$ cat config.mk
export PLATFORM = sky130hd
export DESIGN_NAME = mmio_console_tx
export DESIGN_NICKNAME = d
export VERILOG_FILES = /design/src/rtl/mmio_console_tx.sv
export SDC_FILE = /design/constraint.sdc
export NUM_CORES = 1
export LEC_CHECK = 0
export BUFFER_PORTS_ARGS = -buffer_cell sky130_fd_sc_hd__buf_2
export CELL_PAD_IN_SITES_DETAIL_PLACEMENT = 0
export CELL_PAD_IN_SITES_GLOBAL_PLACEMENT = 1
export CORE_MARGIN = 2
export CORE_UTILIZATION = 40
export DETAILED_ROUTE_END_ITERATION = 8
export PLACE_DENSITY = 0.8
export SLEW_MARGIN = 20
export SYNTH_ARGS = -nofsm -noshare
export SYNTH_HDL_FRONTEND = slang
export SYNTH_SLANG_ARGS = --single-unit
$ cat constraint.sdc
create_clock -name CLK -period 3.7 [get_ports CLK]
set_input_delay 1.11 -clock CLK [delete_from_list [all_inputs] [get_ports CLK]]
set_output_delay 1.11 -clock CLK [all_outputs]
set_load 0.03 [all_outputs]
$ cat src/rtl/mmio_console_tx.sv
// mmio_console_tx: memory-mapped serial console transmitter.
// TXDATA (write) sits at BASE_ADDR, STATUS (read; write clears OVF) at BASE_ADDR+4.
// Bytes queue in a small FIFO and leave on TxD as 8N1 frames, LSB first.
// Optional macro CONSOLE_PARITY_EN inserts an even-parity bit before STOP.
module mmio_console_tx #(
   parameter logic [31:0] BASE_ADDR    = 32'h0000_0800,
   parameter int unsigned CLKS_PER_BIT = 434,
   parameter int unsigned FIFO_DEPTH   = 8
) (
   input  logic        CLK,
   input  logic        reset,
   input  logic        MemWrite,
   input  logic [31:0] DataAdr,
   input  logic [31:0] WriteData,
   output logic [31:0] ReadData,
   output logic        TxD,
   output logic        Busy
);

   localparam int unsigned ptrW       = (FIFO_DEPTH > 1) ? $clog2(FIFO_DEPTH) : 1;
   localparam logic [31:0] statusAdr  = BASE_ADDR + 32'd4;
   localparam logic [15:0] baudReload = 16'(CLKS_PER_BIT - 1);
   localparam logic [4:0]  fullCount  = 5'(FIFO_DEPTH);

`ifdef CONSOLE_PARITY_EN
   typedef enum logic [2:0] {StIdle, StStart, StData, StParity, StStop} txStateT;
`else
   typedef enum logic [2:0] {StIdle, StStart, StData, StStop} txStateT;
`endif

   txStateT         state, stateNext;
   logic [7:0]      fifoMem [FIFO_DEPTH];
   logic [ptrW-1:0] wrPtr, rdPtr;
   logic [4:0]      count;
   logic            ovf;
   logic [7:0]      shiftReg;
   logic [2:0]      bitCnt;
   logic [15:0]     baudCnt;
`ifdef CONSOLE_PARITY_EN
   logic            parityBit;
`endif

   logic txWrite, statusWrite, push, pop;
   logic full, empty, baudDone, busyFsm;
   logic unusedWriteData;

   assign txWrite     = MemWrite && (DataAdr == BASE_ADDR);
   assign statusWrite = MemWrite && (DataAdr == statusAdr);
   assign full        = (count == fullCount);
   assign empty       = (count == 5'd0);
   // Full is judged before any same-edge pop, so a write into a full FIFO always drops.
   assign push        = txWrite && !full;
   assign pop         = (state == StIdle) && !empty;
   assign baudDone    = (baudCnt == 16'd0);
   assign unusedWriteData = ^WriteData[31:8];

   assign Busy     = busyFsm || !empty;
   assign ReadData = (DataAdr == statusAdr) ? {23'b0, count, ovf, busyFsm, empty, full} : 32'd0;

   // FIFO storage; contents need no reset since pointers and count define validity.
   always_ff @(posedge CLK) begin
      if (push) fifoMem[wrPtr] <= WriteData[7:0];
   end

   // FIFO pointers, occupancy and sticky overflow flag.
   always_ff @(posedge CLK or negedge reset) begin
      if (!reset) begin
         wrPtr <= '0;
         rdPtr <= '0;
         count <= 5'd0;
         ovf   <= 1'b0;
      end else begin
         if (push) wrPtr <= wrPtr + ptrW'(1);
         if (pop)  rdPtr <= rdPtr + ptrW'(1);
         case ({push, pop})
            2'b10:   count <= count + 5'd1;
            2'b01:   count <= count - 5'd1;
            default: count <= count;
         endcase
         if (txWrite && full) ovf <= 1'b1;
         else if (statusWrite) ovf <= 1'b0;
      end
   end

   // FSM state register.
   always_ff @(posedge CLK or negedge reset) begin
      if (!reset) state <= StIdle;
      else        state <= stateNext;
   end

   // FSM next-state: each non-idle state lasts one full baud period.
   always_comb begin
      stateNext = state;
      unique case (state)
         StIdle:  if (!empty) stateNext = StStart;
         StStart: if (baudDone) stateNext = StData;
`ifdef CONSOLE_PARITY_EN
         StData:   if (baudDone && bitCnt == 3'd7) stateNext = StParity;
         StParity: if (baudDone) stateNext = StStop;
`else
         StData:  if (baudDone && bitCnt == 3'd7) stateNext = StStop;
`endif
         StStop:  if (baudDone) stateNext = StIdle;
         default: stateNext = StIdle;
      endcase
   end

   // FSM outputs: line level and the busy flag reported in STATUS.
   always_comb begin
      TxD     = 1'b1;
      busyFsm = 1'b1;
      unique case (state)
         StIdle:   busyFsm = 1'b0;
         StStart:  TxD = 1'b0;
         StData:   TxD = shiftReg[0];
`ifdef CONSOLE_PARITY_EN
         StParity: TxD = parityBit;
`endif
         StStop:   TxD = 1'b1;
         default:  busyFsm = 1'b0;
      endcase
   end

   // Shift register, bit counter and baud down-counter (reloaded on every state entry).
   always_ff @(posedge CLK or negedge reset) begin
      if (!reset) begin
         shiftReg  <= 8'd0;
         bitCnt    <= 3'd0;
         baudCnt   <= 16'd0;
`ifdef CONSOLE_PARITY_EN
         parityBit <= 1'b0;
`endif
      end else if (pop) begin
         shiftReg  <= fifoMem[rdPtr];
         bitCnt    <= 3'd0;
         baudCnt   <= baudReload;
`ifdef CONSOLE_PARITY_EN
         parityBit <= ^fifoMem[rdPtr];
`endif
      end else if (state != StIdle) begin
         if (baudDone) begin
            baudCnt <= baudReload;
            if (state == StData) begin
               shiftReg <= {1'b0, shiftReg[7:1]};
               bitCnt   <= bitCnt + 3'd1;
            end
         end else begin
            baudCnt <= baudCnt - 16'd1;
         end
      end
   end

endmodule

==> results by stage, run 1 <==
Run status:
- The flow ran to the end, and the final reports show no timing, DRC or antenna violations.

Timing:
- The post-route minimum period is 3.518 ns.
- The normalized max-slew margin is 36.26%.
- Dividing the final minimum period by the clock period gives 95.09%.
- The max-slew violation count is 0.
- The number of setup violations in the final report is 0.
- Setup repair after global routing left no endpoint under its margin.
- The number of hold violations in the final report came to 0.
- The aggregate negative setup slack is 0 ns.
- The maximum clock skew at final layout is 0.01160 ns.
- The highest attainable clock frequency is 0.2842 GHz.
- At the pin with the least slew margin, the transition time is 0.9560 ns.
- The worst hold slack is 0.5221 ns.

Die:
- The initialized floorplan defines 41 standard-cell rows.
- The core region is 12570 µm².
- The initial utilization of the core area, before any placement, comes to 40.96%.
- The horizontal extent of the die is 117.4 µm.
- The floorplan die height is 117.4 µm.
- 101 I/O pins were placed.
- The die covers 13790 µm².

Synthesis:
- Summing every instance area after synthesis gives 5147 µm².
- The post-synthesis sequential area ratio is 57.27%.
- The most used flip-flop cell after synthesis is sky130_fd_sc_hd__edfxtp_1.
- The synthesized instance count is 382.
- Dividing the synthesized area by the synthesized cell count gives 13.47 µm².
- In this run, synthesis inferred 64 flip-flops with an integrated enable.
- Summed over its instances, the top area cell type makes up 37.34% of the synthesized netlist area.
- The synthesized netlist contains 58 unique library cells.
- The cell taking the most area after synthesis is sky130_fd_sc_hd__edfxtp_1.
- Counting flops and latches in the post-synthesis netlist gives 105.
- Yosys attributes the largest share of cell area to sky130_fd_sc_hd__edfxtp_1, sky130_fd_sc_hd__dfrtp_1, sky130_fd_sc_hd__mux4_2, sky130_fd_sc_hd__ha_1, sky130_fd_sc_hd__buf_4.
- After synthesis, the share of flip-flops with an asynchronous set or reset is 39.05%.
- The number of warnings reported in the yosys synthesis log is 0.

Critical path:
- The startpoint class of the critical path is an input port.
- At the worst endpoint, the arrival time is 2.41 ns.
- The worst setup path is of the input port to primary output kind.
- For the worst setup path, the data required time is 2.59 ns.
- The critical-path maximum fanout is 10.
- Setup slack on the worst reg-to-reg path comes out at 0.51 ns.
- The worst setup path is captured at a primary output.

Clock tree:
- The maximum level of the CTS H-tree is 3.
- The deepest clock path buffer count is 2.
- The number of hold buffers added after cts is 0.
- The number of sinks on the clock net is 105.
- The clock-pin slew on the worst setup and hold paths is 0.08 ns.
- Post-CTS timing repair inserted 0 buffers for setup.
- The clock root buffer is sky130_fd_sc_hd__clkbuf_16.
- For the worst-skew pair, the clock arrives at the later sink with an insertion delay of 0.35 ns.
- TritonCTS built the clock tree.
- TritonCTS created 9 clock buffers.

Routing:
- The number of DRC violations after detailed-routing iteration 0 is 177.
- After detailed routing, the total wire length is 9560 µm.
- Across all layers, the routed design uses 3209 vias.
- The average routed wire per standard cell is 15.52 µm.
- The number of design rule violations left after detail routing is 0.
- The count of nets left with antenna violations once routing finished came out at 0.
- The first TritonRoute pass finished after 4 iterations.
- The via-per-instance ratio is 5.209.

Final layout:
- The layout has 1105 filler cells.
- Compared with the post-synthesis result, the final layout area differs by 13.71%.
- Leaving out fill and tap cells, the most frequent cells in the layout are sky130_fd_sc_hd__edfxtp_1, sky130_fd_sc_hd__buf_2, sky130_fd_sc_hd__dfrtp_1, sky130_fd_sc_hd__conb_1, sky130_fd_sc_hd__nand2_1.
- The sequential cell area in the final layout is 2949 µm².
- Leaving out fill and tap cells, the most frequent cell in the layout is sky130_fd_sc_hd__edfxtp_1.
- The share of final-layout standard cells stronger than drive strength 1 is 27.93%.
- 0 antenna diodes ended up in the layout.
- In the final design database the tool counted 521 nets.
- The multi-input combinational cell area is 1989 µm².

GRT:
- The wire length of the first global-routing pass is 16200 µm.
- The initial antenna violation count is 0.
- The overflow left after global routing is 0.
- For this run, the total global-route usage over all layers was measured as 14.76%.
- The via count of the first global-routing pass is 3198.
- The maximum number of pins on one net before global-route repair is 42.

Min path:
- The worst min-delay path class is flip-flop to flip-flop.

Placed design:
- The global placer's final weighted congestion is 0.7724.
- Once detailed placement completed, the half-perimeter wirelength came to 6551 µm.
- The count of buffers added on input and output ports is 53.

Power and ir drop:
- The total power divided by cell area is 393.6 nW/µm².
- Summed over all cells, the static leakage comes to 2.382 nW.
- The worst vdd rail ir drop is 0.2953 mV.

Run:
- The total of max-cap violations is 0.
==> final timing paths <==
path,start,end,cells past startpoint
worst max-delay path,DataAdr[12],ReadData[0],6
worst min register to register,shiftReg[7],shiftReg[7],1
max in group asynchronous,reset,rdPtr[1],1
worst max register to register,count[2],count[4],10
min in group asynchronous,reset,wrPtr[0],1
worst min-delay path,shiftReg[7],shiftReg[7],1
==> registers in the layout, indices dropped and copies added (netlist names) <==
signal and flops:
fifoMem 64, baudCnt 16, shiftReg 8, count 5, bitCnt 3, rdPtr 3
wrPtr 3, state 2, ovf 1
==> layer usage <==
metal | up-vias | global-route usage (%) | share of wire [%] | wire length [µm]
li1 | 1536 | - | - | -
met2 | 51 | 25.18 | 52 | 4931
met3 | 8 | 3.210 | 3.1 | 299
met5 | - | 0 | 0 | 0
met4 | 0 | 4.292 | 1.0 | 99
met1 | 1614 | 19.00 | 44 | 4229
==> cells in the mapped netlist, drive strengths merged (3+ instances only) <==
library cell,n
mux2i,8
a21oi,18
nand2,20
or3,8
nand2b,3
nor2,11
or4,8
o21ai,18
and4,5
buf,33
nor2b,5
ha,15
nor3,6
o31ai,6
and3,3
and2,9
xor2,7
mux4,16
nor4,12
nor4b,7
nand3,6
clkbuf,6
dfrtp,41
inv,10
edfxtp,64
xnor2,6
o221a,7
==> stage by stage <==
| step | instance area [µm²] | util, % | power (mW) | setup WS, ns | instances |
|---|---|---|---|---|---|
| finish | 5853 | 46.57 | 2.304 | 0.1816 | 616 |
| global route | 5853 | 46.57 | 2.386 | 0.006674 | 616 |
| CTS | 5844 | 46.50 | 2.328 | 0.04708 | 616 |
| detailed placement | 5523 | 43.94 | 1.340 | 0.003940 | 600 |
| global placement | 5523 | 43.94 | 1.338 | 0.1114 | 600 |
| floorplan | 5230 | - | 1.321 | 0.1487 | 404 |
==> worst max-delay path: stages <==
cell and delay, ns:
sky130_fd_sc_hd__buf_2 0.10, sky130_fd_sc_hd__nor4_1 0.29, sky130_fd_sc_hd__and4_1 0.29, sky130_fd_sc_hd__and3_2 0.27, sky130_fd_sc_hd__and3_1 0.16, sky130_fd_sc_hd__buf_2 0.19
==> timing repair <==
action / in CTS / in global routing
setup endpoints to repair: 0 / 9
gates resized for setup: 0 / 2
hold endpoints to repair: 0 / 0
==> cell families after synthesis <==
| kind of cell | count (synthesis) | share of synthesized area (%) |
|---|---|---|
| DFF | 105 | 57.27 |
| muxes | 26 | 8.994 |
| AOI/OAI and AO/OA | 63 | 8.727 |
| adders and majority gates | 15 | 3.646 |
| xor gates and xnor gates | 13 | 2.212 |
| and+or+nand+nor | 110 | 13.25 |
| buffers and inverters | 49 | 5.834 |
| other | 1 | 0.07285 |
==> power by group <==
group | total (mW) | switching, mW | internal (mW)
Sequential | 1.24 | 0.00000855 | 1.24
Clock | 0.989 | 0.494 | 0.495
Combinational | 0.0712 | 0.0540 | 0.0171
==> area by class of cell <==
type | count | share of cell area [%]
flip-flops and latches | 105 | 50.38
repair buffers | 63 | 5.814
inverters | 10 | 0.6413
well taps | 172 | 3.677
clock inverters | 7 | 1.646
clock buffers | 9 | 3.848
multi-input cells | 250 | 33.99
Power figures use the tool's default switching activity.
==> run 2: changes to the inputs <==
--- a/config.mk
+++ b/config.mk
@@ -5,13 +5,14 @@
 export SDC_FILE = /design/constraint.sdc
 export NUM_CORES = 1
 export LEC_CHECK = 0
+export ABC_AREA = 1
 export BUFFER_PORTS_ARGS = -buffer_cell sky130_fd_sc_hd__buf_2
 export CELL_PAD_IN_SITES_DETAIL_PLACEMENT = 0
 export CELL_PAD_IN_SITES_GLOBAL_PLACEMENT = 1
 export CORE_MARGIN = 2
 export CORE_UTILIZATION = 40
 export DETAILED_ROUTE_END_ITERATION = 8
-export PLACE_DENSITY = 0.8
+export PLACE_DENSITY = 0.84
 export SLEW_MARGIN = 20
 export SYNTH_ARGS = -nofsm -noshare
 export SYNTH_HDL_FRONTEND = slang
==> run 2 against run 1 <==
Effect of this change: combinational power up 8.0%; synthesized cell count is 64% higher; highest routed layer unchanged; via count up 29%; clock skew shrank 0.0020 ns; sequential power about the same; setup slack better by 0.11 ns; first-iteration DRC count grew 33%; largest power group unchanged; final cell count up 41%; total power fell by 0.87%.
==> results by stage, run 2 <==
Min path:
- The worst hold path begins at ovf.
- The worst hold path cell count was 2 (+1).
- The min-delay analysis places its worst path in the category flip-flop to flip-flop.

Routing:
- The average routed wire per standard cell is 12.91 µm (-17%).
- The number of DRC violations after detailed-routing iteration 0 is 236 (+33%).
- The detailed-route via count is 4143 (+29%).
- The detailed-routing iteration count for the pre-antenna-repair pass is 4 (unchanged).
- The wire length after detailed routing is 11180 µm (+17%).
- The via-per-instance ratio was 4.784 (-8.2%).
- The number of design rule violations left after detail routing is 0 (unchanged).
- The count of antenna-violating nets left after detailed routing is 0 (unchanged).

Final layout:
- The share of final-layout standard cells stronger than drive strength 1 was 14.35% (-14 points).
- Leaving out fill and tap cells, the most frequent cells in the layout are sky130_fd_sc_hd__nand2_1, sky130_fd_sc_hd__nor2_1, sky130_fd_sc_hd__edfxtp_1, sky130_fd_sc_hd__buf_2.
- The count of filler cells inserted in the layout is 1257 (+14%).
- The number of nets at the end of the flow is 767 (+47%).
- The register bank with the most flops is fifoMem.
- The largest registers in the layout are fifoMem (64), baudCnt (16), shiftReg (8).
- The multi-input combinational cell area is 2131 µm² (+7.1%).
- The flip-flop count of the largest register after layout is 64 (unchanged).
- The layout overhead on the synthesized area is 12.52%.
- The sequential cell area in the final layout is 2948 µm² (about the same).
- The final antenna diode count is 0 (unchanged).
- The commonest non-fill, non-tap cell in the layout is sky130_fd_sc_hd__nand2_1.

Die:
- The die outline area is 14620 µm² (+6.0%).
- The effective utilization at floorplan is 41.13% (+0.17 points).
- The floorplan die height was 120.9 µm (+3.0%).
- The horizontal extent of the die was 120.9 µm (+3.0%).
- The total core area is 13300 µm² (+5.8%).
- The cell row count is 42 (+2.4%).
- The number of top-level pins was 101 (unchanged).

Timing:
- The fraction of the cycle the final worst path needs was 92.14% (-3.0 points).
- The aggregate negative setup slack is 0 ns (unchanged).
- The normalized max-slew margin came to 36.57% (+0.30 points).
- The number of hold violations in the final report came to 0 (unchanged).
- The number of setup violations in the final report is 0 (unchanged).
- The post-route minimum period is 3.409 ns (-0.1093 ns).
- Setup repair after global routing left no endpoint under its margin.
- The maximum clock skew at final layout is 0.009630 ns (-0.001969 ns).
- The actual slew at the worst max-slew pin is 0.9515 ns (-0.004506 ns).
- The highest attainable clock frequency was 0.2933 GHz (+3.2%).
- The max-slew violation count was 0 (unchanged).
- The final worst slack is 0.2908 ns (+0.1093 ns).

Critical path:
- The cell occurring most often along the worst timing path is sky130_fd_sc_hd__nor2_1.
- Walking the worst path, the cells encountered are buf_2 -> nor2_1 -> nand2_1 -> nor2_1 -> inv_1 -> nor2_1 -> nand2_1 -> nor2_1 -> buf_2.
- STA classifies the critical path endpoint as a primary output.
- The largest stage delay on the critical path is 0.21 ns (-0.08 ns).
- The critical path launch point is DataAdr[9].
- The startpoint class of the critical path is an input port.
- The reg-to-reg startpoint is state[0].
- The data arrival at the endpoint of the critical path came to 2.30 ns (-0.11 ns).
- The worst reg2reg path depth came to 14 (+4).
- By startpoint and endpoint, the worst setup path is classified as input port to primary output.
- The critical-path maximum fanout is 9 (-1).
- The cell with the largest stage delay on the worst path is sky130_fd_sc_hd__buf_2.
- The required time of the critical path was 2.59 ns (about the same).

Run:
- The total of max-cap violations is 0 (unchanged).

Placed design:
- The post-place setup slack came to 0.2788 ns (+0.2749 ns).
- The global placer's final weighted congestion is 0.7774 (+0.65%).
- The number of port buffers is 53 (unchanged).
- The HPWL after detailed placement was 7679 µm (+17%).

Synthesis:
- The most frequently used flop master after synthesis is sky130_fd_sc_hd__edfxtp_1.
- The synthesized instance count is 627 (+64%).
- The biggest area contributor in the post-synthesis netlist is sky130_fd_sc_hd__edfxtp_1.
- The synthesized-area fraction occupied by adder cells is 3.432% (-0.21 points).
- The summed instance area of the synthesized netlist is 5468 µm² (+6.2%).
- The number of warnings reported in the yosys synthesis log is 0 (unchanged).
- The most frequent cell after synthesis is sky130_fd_sc_hd__nand2_1.
- The flip-flop and latch count after synthesis came to 105 (unchanged).
- The post-synthesis share of cell area spent on xor and xnor gates is 1.899% (-0.31 points).
- The post-synthesis mux area share came to 0% (-9.0 points).
- The post-synthesis sequential area ratio came to 53.91% (-3.4 points).
- The number of unique standard cell types used by synthesis is 37 (-36%).
- The compound-gate portion of the synthesized area is 3.249% (-5.5 points).
- The combinational family with the most area after synthesis is simple AND/OR/NAND/NOR gates.
- The number of enable flip-flop cells after synthesis is 64 (unchanged).
- The portion of synthesized cell area occupied by the leading cell type came to 35.15% (-2.2 points).
- The simple-gate share of the synthesized area was 28.81% (+16 points).
- The share of synthesized registers carrying an async set or reset was 39.05% (unchanged).
- By count the netlist is led by sky130_fd_sc_hd__nand2_1, sky130_fd_sc_hd__nor2_1, sky130_fd_sc_hd__edfxtp_1.
- In the post-synthesis netlist, the biggest area contributors are sky130_fd_sc_hd__edfxtp_1, sky130_fd_sc_hd__dfrtp_1, sky130_fd_sc_hd__nand2_1, sky130_fd_sc_hd__nor2_1, sky130_fd_sc_hd__nand3_1.
- The average size of a mapped cell is 8.720 µm² (-35%).

Clock tree:
- The number of gates given a new drive strength after cts was 0 (unchanged).
- The maximum level of the CTS H-tree is 3 (unchanged).
- The number of hold buffers added after cts came to 0 (unchanged).
- The post-CTS setup repair buffer count is 0 (unchanged).
- The number of sinks on the clock net is 105 (unchanged).
- The number of clock buffers inserted by TritonCTS came to 9 (unchanged).
- The deepest clock path buffer count is 2 (unchanged).
- The clock root buffer is sky130_fd_sc_hd__clkbuf_16.
- The clock latency on the worst-skew pair is 0.35 ns (about the same).
- The clock-pin slew on the worst setup and hold paths is 0.06 ns (-0.02 ns).
- TritonCTS built the clock tree.

Power and ir drop:
- The internal power component is 1.792 mW (+2.1%).
- The switching component of the power was 0.4911 mW (-10%).
- The switching part of the total power is 21.51% (-2.3 points).
- The part of the total power dissipated in the clock network is 42.2% (-0.7 points).
- The share of total power in sequential cells was 54.5% (+0.5 points).
- The proportion of power drawn by combinational gates came to 3.4% (+0.3 points).
- The worst vdd rail ir drop was 0.2311 mV (-22%).
- The cell leakage power was 2.846 nW (+19%).
- The total power divided by cell area is 371.2 nW/µm² (-5.7%).

GRT:
- The via count of the first global-routing pass came to 4084 (+28%).
- The total global-route track usage is 16.26% (+1.5 points).
- The wire length of the first global-routing pass is 18800 µm (+16%).
- The initial antenna violation count is 0 (unchanged).
- The maximum number of pins on one net before global-route repair came to 42 (unchanged).
- The overflow left after global routing is 0 (unchanged).

Run status:
- The flow ran to the end, and the final reports show no timing, DRC or antenna violations.
-- run 2: cell types whose count changed in the layout (fill, tap and decap cells not counted), moves of 8 or more --
cell                      before  now
sky130_fd_sc_hd__a21oi_1      17    3
sky130_fd_sc_hd__and2_1        9    0
sky130_fd_sc_hd__nor4_1       11    0
sky130_fd_sc_hd__nand3_1       5   50
sky130_fd_sc_hd__nand2_1      20  189
sky130_fd_sc_hd__nor2_1       11   94
sky130_fd_sc_hd__inv_1         8   50
sky130_fd_sc_hd__mux2i_1       8    0
sky130_fd_sc_hd__mux4_2       16    0
-- run 2: area by class of cell --
class	instances	share of cell area (%)
Sequential cell	105	47.92
Multi-Input combinational cell	449	34.63
Timing Repair Buffer	63	5.532
Clock buffer	9	3.661
Tap cell	176	3.579
Inverter	57	3.478
Clock inverter	7	1.200
-- run 2: worst paths after layout --
check                               to  slack [ns]
min                                ovf        0.48
max                        ReadData[2]        0.29
max in group asynchronous  shiftReg[3]        2.19
min in group asynchronous   baudCnt[7]        0.90
min reg2reg                        ovf        0.48
max reg2reg                   count[4]        0.96
-- run 2: kinds of logic after synthesis --
kind of cell               Yosys count
other                                1
AOI/OAI and AO/OA                   32
and+or+nand+nor                    368
buffers and inverters               95
DFF                                105
adders and majority gates           15
xor gates and xnor gates            11
-- run 2: power by group through the flow --
stage | Clock [mW] | Sequential [mW] | Combinational [mW]
CTS | 0.974 | 1.24 | 0.0775
finish | 0.963 | 1.24 | 0.0769
global placement | 0 | 1.27 | 0.0753
floorplan | 0 | 1.27 | 0.0561
detailed placement | 0 | 1.27 | 0.0773
global route | 1.03 | 1.24 | 0.0862
-- run 2: routing by layer --
| layer | share of wire [%] | GRT usage, % |
|---|---|---|
| met5 | 0 | 0 |
| met4 | 1.4 | 7.340 |
| met3 | 6.4 | 1.880 |
| met2 | 49 | 27.32 |
| met1 | 43 | 21.10 |
-- run 2: critical path: cells and delay by family --
family                 cells  cell delay (ns)
and+or+nand+nor            6             0.79
buffers and inverters      3             0.39
-- run 2: per-stage QoR --
step                total power [mW]  hold slack [ns]  utilization [%]  instances  instance area (µm²)
global placement               1.344           0.4634            44.02        850                 5853
global route                   2.357           0.5079            46.27        866                 6152
floorplan                      1.326           0.4417                -        649                 5550
finish                         2.284           0.4807            46.27        866                 6152
detailed placement             1.346           0.4644            44.02        850                 5853
CTS                            2.295           0.4816            46.27        866                 6152
==> run 3: changes to the inputs <==
--- a/config.mk
+++ b/config.mk
@@ -5,14 +5,14 @@
 export SDC_FILE = /design/constraint.sdc
 export NUM_CORES = 1
 export LEC_CHECK = 0
-export ABC_AREA = 1
 export BUFFER_PORTS_ARGS = -buffer_cell sky130_fd_sc_hd__buf_2
 export CELL_PAD_IN_SITES_DETAIL_PLACEMENT = 0
 export CELL_PAD_IN_SITES_GLOBAL_PLACEMENT = 1
 export CORE_MARGIN = 2
 export CORE_UTILIZATION = 40
 export DETAILED_ROUTE_END_ITERATION = 8
-export PLACE_DENSITY = 0.84
+export PLACE_DENSITY = 0.8
+export SETUP_SLACK_MARGIN = 0.02
 export SLEW_MARGIN = 20
 export SYNTH_ARGS = -nofsm -noshare
 export SYNTH_HDL_FRONTEND = slang
==> run 3 against run 2 <==
Effect of this change: non-clock buffer count did not move; combinational power fell by 6.4%; sequential share of layout area rose by 2.4 points; largest cell class unchanged; wire length fell by 14%; total power rose by 0.92%; hold slack improved by 0.043 ns; sequential power barely moved; setup slack got worse by 0.092 ns; clock power rose by 2.7%; critical path type unchanged; first-iteration DRC count fell by 36%; final cell count fell by 29%.
==> results by stage, run 3 (synthesis results as in run 1) <==
Timing:
- The aggregate negative setup slack is 0 ns (unchanged).
- The maximum clock skew at final layout is 0.01143 ns (+0.001799 ns).
- The number of setup violations in the final report is 0 (unchanged).
- The post-route minimum period is 3.501 ns (+0.09218 ns).
- The fraction of the cycle the final worst path needs is 94.63% (+2.5 points).
- Setup repair after global routing left no endpoint under its margin.
- The normalized max-slew margin is 36.04% (-0.52 points).
- The highest attainable clock frequency is 0.2856 GHz (-2.6%).
- The number of hold violations in the final report is 0 (unchanged).
- The actual slew at the worst max-slew pin was 0.9594 ns (+0.007870 ns).
- The max-slew violation count came to 0 (unchanged).

Critical path:
- The required time of the critical path came to 2.59 ns (about the same).
- The cell with the largest stage delay on the worst path is sky130_fd_sc_hd__and4_1.
- The startpoint class of the critical path is an input port.
- The largest stage delay on the critical path is 0.30 ns (+0.09 ns).
- By instance count, the cell type seen most on the critical path is sky130_fd_sc_hd__buf_2.
- The endpoint class of the critical path is a primary output.
- The data arrival at the endpoint of the critical path came to 2.39 ns (+0.09 ns).
- The critical-path maximum fanout was 10 (+1).
- The setup path with the least slack is of type input port to primary output.
- The critical path goes through buf_2 -> nor4_1 -> and4_1 -> and3_2 -> and3_1 -> buf_2.

Clock tree:
- The number of gates given a new drive strength after cts is 0 (unchanged).
- The clock latency on the worst-skew pair is 0.35 ns (about the same).
- The number of clock buffers inserted by TritonCTS is 9 (unchanged).
- The post-CTS setup repair buffer count is 0 (unchanged).
- The number of sinks on the clock net is 105 (unchanged).
- The deepest clock path buffer count came to 2 (unchanged).
- The root buffer cell chosen for the clock tree is sky130_fd_sc_hd__clkbuf_16.
- The number of hold buffers added after cts is 0 (unchanged).
- The clock tree from TritonCTS is done.
- The clock-pin slew on the worst setup and hold paths is 0.08 ns (+0.02 ns).
- The maximum level of the CTS H-tree is 3 (unchanged).

GRT:
- The overflow left after global routing is 0 (unchanged).
- The maximum number of pins on one net before global-route repair came to 42 (unchanged).
- The global routing usage on met2 is 25.18% (-2.1 points).
- met2 is the most crowded layer.
- The wire length of the first global-routing pass is 16200 µm (-14%).
- The via count of the first global-routing pass is 3198 (-22%).
- The total global-route track usage came to 14.76% (-1.5 points).
- The initial antenna violation count is 0 (unchanged).
- The global-route track usage on met1 is 19.00% (-2.1 points).
- The global-route met3 utilization is 3.210% (+1.3 points).

Run:
- The total of max-cap violations is 0 (unchanged).

Routing:
- The detailed-route via count came to 3204 (-23%).
- The count of antenna-violating nets left after detailed routing is 0 (unchanged).
- The number of DRC violations after detailed-routing iteration 0 is 152 (-36%).
- The detailed-routing iteration count for the pre-antenna-repair pass is 4 (unchanged).
- The average routed wire per standard cell came to 15.59 µm (+21%).
- The wire length after detailed routing is 9605 µm (-14%).
- The via-per-instance ratio is 5.201 (+8.7%).
- The number of design rule violations left after detail routing is 0 (unchanged).

Die:
- The floorplan die height is 117.4 µm (-2.9%).
- The horizontal extent of the die is 117.4 µm (-2.9%).
- The die outline area came to 13790 µm² (-5.7%).
- The effective utilization at floorplan is 40.96% (-0.17 points).
- The cell row count came to 41 (-2.4%).
- The total core area is 12570 µm² (-5.5%).
- The number of top-level pins was 101 (unchanged).

Final layout:
- The final instance area came to 5859 µm² (-4.8%).
- The commonest non-fill, non-tap cell in the layout is sky130_fd_sc_hd__edfxtp_1.
- The multi-input combinational cell area is 1996 µm² (-6.3%).
- Relative to the synthesized area, the layout overhead comes to 13.83%.
- The final antenna diode count is 0 (unchanged).
- The count of filler cells inserted in the layout is 1104 (-12%).
- The number of nets at the end of the flow is 521 (-32%).
- The register bank with the most flops is fifoMem.
- The sequential cell area in the final layout is 2949 µm² (about the same).
- The share of final-layout standard cells stronger than drive strength 1 is 28.15% (+14 points).
- The flip-flop count of the largest register after layout is 64 (unchanged).
- The top cell types in the final layout, fill and taps aside, are sky130_fd_sc_hd__edfxtp_1, sky130_fd_sc_hd__buf_2, sky130_fd_sc_hd__dfrtp_1, sky130_fd_sc_hd__conb_1, sky130_fd_sc_hd__nand2_1.
- The largest registers in the layout are fifoMem (64), baudCnt (16), shiftReg (8).

Power and ir drop:
- The worst vdd rail ir drop came to 0.2957 mV (+28%).
- The total power divided by cell area is 393.3 nW/µm² (+6.0%).
- The cell leakage power is 2.383 nW (-16%).

Placed design:
- The global placer's final weighted congestion is 0.7724 (-0.64%).
- The number of port buffers came to 53 (unchanged).
- The HPWL after detailed placement is 6551 µm (-15%).
- The placement-stage cell area is 5523 µm² (-5.6%).

Run status:
- The flow ran to the end, and the final reports show no timing, DRC or antenna violations.

Min path:
- The worst hold path belongs to the class flip-flop to flip-flop.
-- run 3: layer usage --
metal  wire, µm  share of wire, %
met1       4266                44
met2       4944                51
met3        294               3.1
met4         99               1.0
met5          0                 0
-- run 3: critical path: cells and delay by family --
| family | cells | cell delay (ns) |
|---|---|---|
| buffers and inverters | 2 | 0.28 |
| AND/OR/NAND/NOR | 4 | 1.00 |
-- run 3: path summary, 6_finish.rpt --
path	start	to	slack [ns]	cells after the start
min in group asynchronous	reset	wrPtr[0]	0.91	1
hold / removal	shiftReg[7]	shiftReg[7]	0.52	1
setup reg to reg	count[2]	count[4]	0.51	10
hold reg to reg	shiftReg[7]	shiftReg[7]	0.52	1
setup / recovery	DataAdr[29]	ReadData[0]	0.20	6
max in group asynchronous	reset	rdPtr[1]	2.13	1
-- run 3: stage by stage --
step                      instances  util [%]  worst slack, ns  power [mW]  hold slack [ns]
after floorplan                 404         -           0.1487       1.321           0.4763
after global placement          600     43.94           0.1114       1.338           0.4954
after detailed placement        600     43.94         0.003940       1.340           0.5085
after CTS                       616     46.50          0.04708       2.328           0.5259
after global routing            616     46.62          0.07389       2.386           0.5477
final                           616     46.62           0.1987       2.305           0.5238
-- run 3: final cells by class --
type | count | share of cell area, %
Sequential cell | 105 | 50.33
Multi-Input combinational cell | 250 | 34.06
Timing Repair Buffer | 63 | 5.808
Clock buffer | 9 | 3.844
Tap cell | 172 | 3.673
Clock inverter | 7 | 1.644
Inverter | 10 | 0.6406
-- run 3: power breakdown --
part           switching (mW)  leakage (nW)  internal (mW)
sequential         0.00000853          1.15           1.24
clock                   0.494         0.156          0.495
combinational          0.0547          1.08         0.0173
